File: config.mk
export PLATFORM = sky130hd
export DESIGN_NAME = khazad_inv_key_sched
export DESIGN_NICKNAME = d
export VERILOG_FILES = /design/src/rtl/khazad_inv_key_sched.sv
export SDC_FILE = /design/constraint.sdc
export NUM_CORES = 1
export LEC_CHECK = 0
export BUFFER_PORTS_ARGS = -buffer_cell sky130_fd_sc_hd__buf_4
export CAP_MARGIN = 20
export CORE_MARGIN = 4
export CORE_UTILIZATION = 45
export CTS_BUF_LIST = sky130_fd_sc_hd__clkbuf_16
export CTS_CLUSTER_DIAMETER = 50
export DETAILED_ROUTE_END_ITERATION = 8
export PLACE_DENSITY = 0.7
export SETUP_SLACK_MARGIN = 0.02
export SKIP_CTS_REPAIR_TIMING = 1
export SLEW_MARGIN = 40
export SYNTH_ARGS = -nofsm -noshare
export SYNTH_HDL_FRONTEND = slang
export SYNTH_HIERARCHICAL = 1
export SYNTH_SLANG_ARGS = --single-unit
File: constraint.sdc
create_clock -name clk -period 5.5 [get_ports clk]
set_input_delay 0 -clock clk [delete_from_list [all_inputs] [get_ports clk]]
set_output_delay 0 -clock clk [all_outputs]
set_load 0.01 [all_outputs]
File: src/rtl/khazad_inv_key_sched.sv
// khazad_inv_key_sched: buffers R+1 KHAZAD encryption round keys and replays them reversed, theta on inner keys.
// Optional macro KHAZAD_INV_KEY_OUTREG_EN registers the dk outputs behind a one-cycle PRIME state.
module theta (
    input  logic [63:0] a,
    output logic [63:0] b
);
    // GF(2^8) with x^8+x^4+x^3+x^2+1; byte 0 is the most significant byte
    function automatic logic [7:0] xt(input logic [7:0] x);
        return {x[6:0], 1'b0} ^ (x[7] ? 8'h1D : 8'h00);
    endfunction
    function automatic logic [7:0] mul(input logic [7:0] x, input logic [3:0] c);
        logic [7:0] x2, x4, x8;
        x2 = xt(x);
        x4 = xt(x2);
        x8 = xt(x4);
        return (c[0] ? x : 8'h00) ^ (c[1] ? x2 : 8'h00) ^ (c[2] ? x4 : 8'h00) ^ (c[3] ? x8 : 8'h00);
    endfunction
    // first row of the involutional MDS matrix, H[i][j] = h[i^j]
    localparam logic [31:0] H = 32'h1345_68B7;
    always_comb begin
        b = '0;
        for (int j = 0; j < 8; j++)
            for (int i = 0; i < 8; i++)
                b[63-8*j -: 8] = b[63-8*j -: 8] ^ mul(a[63-8*i -: 8], H[31-4*(i^j) -: 4]);
    end
endmodule

module khazad_inv_key_sched #(
    parameter int ROUNDS = 8
) (
    input  logic        clk,
    input  logic        reset_n,
    input  logic        ek_valid,
    output logic        ek_ready,
    input  logic [63:0] ek_data,
    output logic        dk_valid,
    input  logic        dk_ready,
    output logic [63:0] dk_data,
    output logic [3:0]  dk_index,
    output logic        dk_last
);
    localparam logic [3:0] R = 4'(ROUNDS);
`ifdef KHAZAD_INV_KEY_OUTREG_EN
    typedef enum logic [1:0] {LOAD, PRIME, EMIT} state_t;
    localparam state_t AFTER_LOAD = PRIME;
`else
    typedef enum logic [1:0] {LOAD, EMIT} state_t;
    localparam state_t AFTER_LOAD = EMIT;
`endif
    state_t      state, state_n;
    logic [63:0] key [0:ROUNDS];
    logic [3:0]  wp, rp, sel;
    logic [63:0] src, thet, entry;
    logic        ek_fire, dk_fire;
    assign ek_fire  = ek_valid & ek_ready;
    assign dk_fire  = dk_valid & dk_ready;
    assign dk_valid = state == EMIT;
    // entry r reads key[R-r]; the outer two bypass theta
    assign src   = key[R - sel];
    assign entry = (sel == 4'd0 || sel == R) ? src : thet;
    theta u_theta (
        .a(src),
        .b(thet)
    );
    always_comb begin
        state_n = state;
        if (ek_fire && wp == R) state_n = AFTER_LOAD;
`ifdef KHAZAD_INV_KEY_OUTREG_EN
        if (state == PRIME) state_n = EMIT;
`endif
        if (dk_fire && rp == R) state_n = LOAD;
    end
    always_ff @(posedge clk) begin
        if (!reset_n) begin
            state    <= LOAD;
            wp       <= '0;
            rp       <= '0;
            ek_ready <= 1'b0;
        end else begin
            state    <= state_n;
            ek_ready <= state_n == LOAD;
            if (ek_fire) wp <= (wp == R) ? 4'd0 : wp + 4'd1;
            if (dk_fire) rp <= (rp == R) ? 4'd0 : rp + 4'd1;
        end
    end
    always_ff @(posedge clk) begin
        if (ek_fire) key[wp] <= ek_data;
    end
`ifdef KHAZAD_INV_KEY_OUTREG_EN
    // prefetch the entry the consumer will see after the current handshake
    assign sel = (state == PRIME || rp == R) ? 4'd0 : rp + 4'd1;
    always_ff @(posedge clk) begin
        if (!reset_n || (dk_fire && rp == R)) begin
            dk_data  <= '0;
            dk_index <= '0;
            dk_last  <= 1'b0;
        end else if (state == PRIME || dk_fire) begin
            dk_data  <= entry;
            dk_index <= sel;
            dk_last  <= sel == R;
        end
    end
`else
    assign sel      = rp;
    assign dk_data  = dk_valid ? entry : 64'd0;
    assign dk_index = dk_valid ? rp : 4'd0;
    assign dk_last  = dk_valid && rp == R;
`endif
endmodule

Word-level counts from Yosys, hierarchy flattened --
Memory sizes are Yosys's and may differ from the RTL's. Index checks and enable logic that the tools add are counted.
Cells by class: reduce and logical (&&, ||, !) cells 6, bitwise operators 122, equality and inequality tests 3, muxes and demuxes 33, $add $sub $neg 3
Operators with widths (count):
- 8-bit bitwise XOR | 114
- 64-bit 2-to-1 mux | 2
- 5-bit 2-to-1 mux | 24
- 8-bit by 5-bit bitwise XOR with 8-bit output | 6
- 4-bit 2-to-1 mux | 3
- 4-bit by 1-bit adder with 4-bit output, second input constant | 2
- 4-bit equality test, second input constant | 2
- 4-bit zero test | 1
- 2-bit 2-to-1 mux | 2
- 4-bit subtractor, first input constant | 1
- 1-bit logical AND | 3
- 1-bit AND | 2
- 2-bit by 1-bit equality test with 1-bit output, second input constant | 1
- 2-bit zero test | 1
- 1-bit 2-to-1 mux | 2
- 1-bit logical OR | 1
Storage, ports and cells: register bits after elaboration 11, RAM bits 576, memories kept 1, input bits 68, output and inout bits 71
Memory list:
- key | words 9, bits a word 64, rd ports 1, clocked after memory_dff 0, wr ports 1, line 51 | logic [63:0] key [0:ROUNDS];

Depth between registers and ports, before layout --
An unclocked memory read counts as a cell.
depth in word-level cells 18, mapped depth 19, gate-level depth less buffers 12

Cells and area by module --
Netlist, hierarchy kept.
By module, submodules not included:
- khazad_inv_key_sched | times used 1, cells an instance 1622, sequential area each 17516.8 µm², area each 24200.7 µm²
- theta | times used 1, cells an instance 523, sequential area each 0.0 µm², area each 6421.2 µm²

Least setup slack after synthesis --
Ideal clock, no wire load.
kind register to register, start register wp[0], end register wp[0], setup slack -161 ps, arrival 5541 ps, stages on the path, launching flop included 7, library setup time 120 ps, required time 5380 ps, path buffers 0, clock period less this slack 5661 ps, cells stage by stage dfxtp_1 > inv_1 > ha_1 > nand2_1 > nor3_1 > nand2b_1 > nor2_1
Between the ends: word-level cells in the longest chain between the ends 2, elaborated cells on any way between the ends 3
RTL lines:
- start, declared | line 52 | logic [3:0] wp, rp, sel;
- start signal, assigned | line 82 | if (ek_fire) wp <= (wp == R) ? 4'd0 : wp + 4'd1;
- 4-bit by 1-bit adder with 4-bit output or 4-bit equality test (tied branches) | line 82
- 4-bit 2-to-1 mux (*) | line 82
Every way passes the cells marked *; elsewhere a longest branch is shown, timed or not. A chain may end at the register's enable or synchronous reset.

Worst setup path after layout --
start register rp[1], end output dk_data[44]
Between the ends: elaborated cells on any way between the ends 51
RTL lines:
- start, declared | line 52
- start signal, assigned | line 83 | if (dk_fire) rp <= (rp == R) ? 4'd0 : rp + 4'd1;
- 4-bit subtractor (*) | line 59 | assign src = key[R - sel];
- memory 9 x 64 bit (*)
- net src[23] | line 53 | logic [63:0] src, thet, entry;
- 5-bit 2-to-1 mux (*) | line 9 | return {x[6:0], 1'b0} ^ (x[7] ? 8'h1D : 8'h00);
- 8-bit bitwise XOR (*) | line 9
- 8-bit bitwise XOR or 8-bit by 5-bit bitwise XOR with 8-bit output (tied branches)
- 8-bit bitwise XOR (*) | line 16 | return (c[0] ? x : 8'h00) ^ (c[1] ? x2 : 8'h00) ^ (c[2] ? x4 : 8'h00) ^ (c[3] ? x8 : 8'h00);
- 8-bit bitwise XOR (*) (3 in series) | line 24 | b[63-8*j -: 8] = b[63-8*j -: 8] ^ mul(a[63-8*i -: 8], H[31-4*(i^j) -: 4]);
- net thet[44] | line 53
- 64-bit 2-to-1 mux (*) | line 60 | assign entry = (sel == 4'd0 || sel == R) ? src : thet;
- 64-bit 2-to-1 mux (*) | line 105 | assign dk_data = dk_valid ? entry : 64'd0;
- end, declared | line 38 | output logic [63:0] dk_data,
Mark *: on every way through the listed nets, which the timed path passes. The rest lies on a longest branch.

==> out/results.ini <==
[outcome]
status = complete, no violations

[synthesis]
synth.largest_area_cell = edfxtp_1
synthTopCellsByCount = 576 x edfxtp_1, 259 x nand3_1, 257 x mux2i_1, 257 x xnor2_1, 114 x xnor3_1
netlist_area_um2 = 30620
synth_seq_cells = 587
yosys-top-cells-area = edfxtp_1 56%, mux2i_1 8.4%, xnor3_1 8.4%
synth_edf_count = 576
ys_warn_count = 6
synthCells = 2145
synth_top_area_share_pct = 56.48
synth_fp_nets = 2219
synth_area_per_cell_um2 = 14.28
ys.flop_type = edfxtp_1
ys_types = 44
synth-seq-area-share_pct = 57.20
synth.most_common_cell = edfxtp_1
synthArstFlopShare_pct = 0

[die]
io_pins = 139
die_w_um = 268.9
dieArea_um2 = 72290
fp.coreArea_um2 = 67280
initial_core_util_pct = 45.52
std_cell_rows = 95
die_h_um = 268.9

[timing]
worst_slew_pin_slew_ns = 0.8637
period_share_pct = 98.89
period_minus_slack_ns = 5.439
rsz0062_at_grt = true
slew_viol_final = 0
relSlewSlack_pct = 42.03
fin_skew_ns = 0.01061
fin_ws_ns = 0.06126
hold_slack_ns = 0.1813
max_freq_mhz = 183.9
hold_viol_final = 0
fin_setup_tns_ns = 0
setup_viol = 0

[final_layout]
drive_above_1_share_pct = 16.99
nFillCells = 5465
final_util_pct = 53.39
num-nets-final = 2435
final_area_um2 = 35920
seq_area_um2 = 17520
syn2layout_area_growth_pct = 17.30
multi_input_area_um2 = 12500

[placement]
hpwl_mm = 58.40
dpl-instance-area_um2 = 32980
pre_cts_slack_ns = 0.4277
gp_congestion = 1.018
port_buffers = 138

[global_route]
grt_max_degree = 134
grt_first_pass_wirelength_mm = 126.8
grtUsageTotal_pct = 24.04
antenna_found_initial = 2
grt-ovfl-total = 0
grt_pass1_vias = 18410

[power_and_ir_drop]
swShare_pct = 20.10
p_leak_nw = 12.60
power_density_nw_per_um2 = 260.1
peakVddDrop_v = 0.0001756
internal_power_w = 0.007464
p_switching_w = 0.001878
seqPwrFrac_pct = 53.2
pwr-share-clk_pct = 44.4
p_comb_share_pct = 2.4

[route]
drt_wl_total_mm = 88.18
viasPerCell = 5.779
drt_iter0_markers = 2108
drc = 0
vias = 18960
routedWlPerCell_um = 26.88
drtAntennaViolNets = 0
firstDrtPassIters = 5

[critical_path]
crit_type = reg2out
worst_path_largest_cell_delay_ns = 0.58
arrival_ns = 5.44
critPathSlowestCell = xnor3_2
critPathBufInv = 5
critical_path.top_delay_family = XOR/XNOR gates
end_kind = primary output
path_cells = inv_1 > ha_4 > buf_16 > buf_8 > mux2i_1 > nand3_1 > nand4_1 > o21ai_1 > buf_4 > xor2_4 > xnor3_2 > xnor3_2 > xnor3_1 > a22oi_1 > o21ai_1 > buf_4
critPathLaunchType = register
required_ns = 5.50
crit_fanout = 55

[clocking]
clkSlewWorstSetupHoldPaths_ns = 0.06
numCtsBuffers = 66
cts_buffer_depth = 3
clock-root-buffer = clkbuf_16
insertion_delay_ns = 0.60
cts_tree = built
cts_sinks = 587
htreeDepth = 3

[flow_run]
drv_cap = 0

[min_path]
hp-class = in2reg

## power groups by stage
stage,Combinational [W],Sequential (W),Clock [W]
5_1_grt,0.000249,0.00497,0.00442
6_report,0.000228,0.00497,0.00415
2_1_floorplan,0.0000635,0.00506,0
3_3_place_gp,0.000181,0.00506,0
3_5_place_dp,0.000188,0.00506,0
4_1_cts,0.000189,0.00497,0.00422
## final timing paths
| path | depth (start not counted) | start | to | slack [ns] |
|---|---|---|---|---|
| max | 16 | rp[1]$_SDFFE_PN0P_ | dk_data[44] | 0.06 |
| min | 2 | ek_data[26] | key[8][26]$_DFFE_PP_ | 0.18 |
| max reg2reg | 4 | wp[2]$_SDFFE_PN0P_ | key[5][39]$_DFFE_PP_ | 2.89 |
| min reg2reg | 2 | state[1]$_SDFF_PN0_ | state[1]$_SDFF_PN0_ | 0.46 |
## metrics by stage
stage | total power, W | std cells
floorplan | 0.005126 | 2145
global placement | 0.005238 | 3093
detailed placement | 0.005248 | 3094
CTS | 0.009373 | 3208
global route | 0.009637 | 3281
finish | 0.009342 | 3281
## cells by family after synthesis
logic type	Yosys count	synth area share (%)
fa+ha+maj	6	0.2452
xor+xnor	481	20.29
buf+inv	179	2.799
compound gates	201	3.886
mux	257	8.401
flops	587	57.20
simple gates	434	7.171
## worst reg2reg max path, cell delays in order (launching register included)
cell and delay [ns]:
dfxtp_1 0.40, inv_1 0.11, nor3_1 0.38, and2_4 0.65
buf_4 0.62
## layout by cell type, fill, tap and decap left out, drive strengths merged, types with 4 or more instances in the layout
cell and count:
edfxtp 576, xnor2 271, nand3 259, mux2i 257, buf 252, o21ai 129, xnor3 115, xor2 81
nand2 71, clkbuf 67, dlygate4sd3 67, nand4 65, a22oi 65, inv 27, clkinv 19, xor3 14
and2 14, dfxtp 11, nor2 7, nor2b 7, ha 6, clkinvlp 4, bufinv 4, nor3 4
## area by class of cell
cell class                      count  area share (%)
Tap cell                          873           3.041
Inverter                            7         0.08011
Timing Repair Buffer              319           7.586
Clock buffer                       67           4.668
Multi-Input combinational cell   1380           34.80
Antenna cell                        1        0.006966
Clock inverter                     47           1.035
Sequential cell                   587           48.78
## registers in the layout, indices dropped and copies added, names as in the netlist
name      count
ek_ready      1
key         576
wp            4
state         2
rp            4
## metal layers
metal	wire [um]	up-vias	track usage [%]	part of all wire (%)
li1	-	8431	-	-
met1	37550	9650	33.27	43
met2	42620	748	39.51	48
met3	5402	129	3.696	6.1
met4	2605	2	7.658	3.0
met5	7	-	0	0.0079
Power figures use the tool's default switching activity.
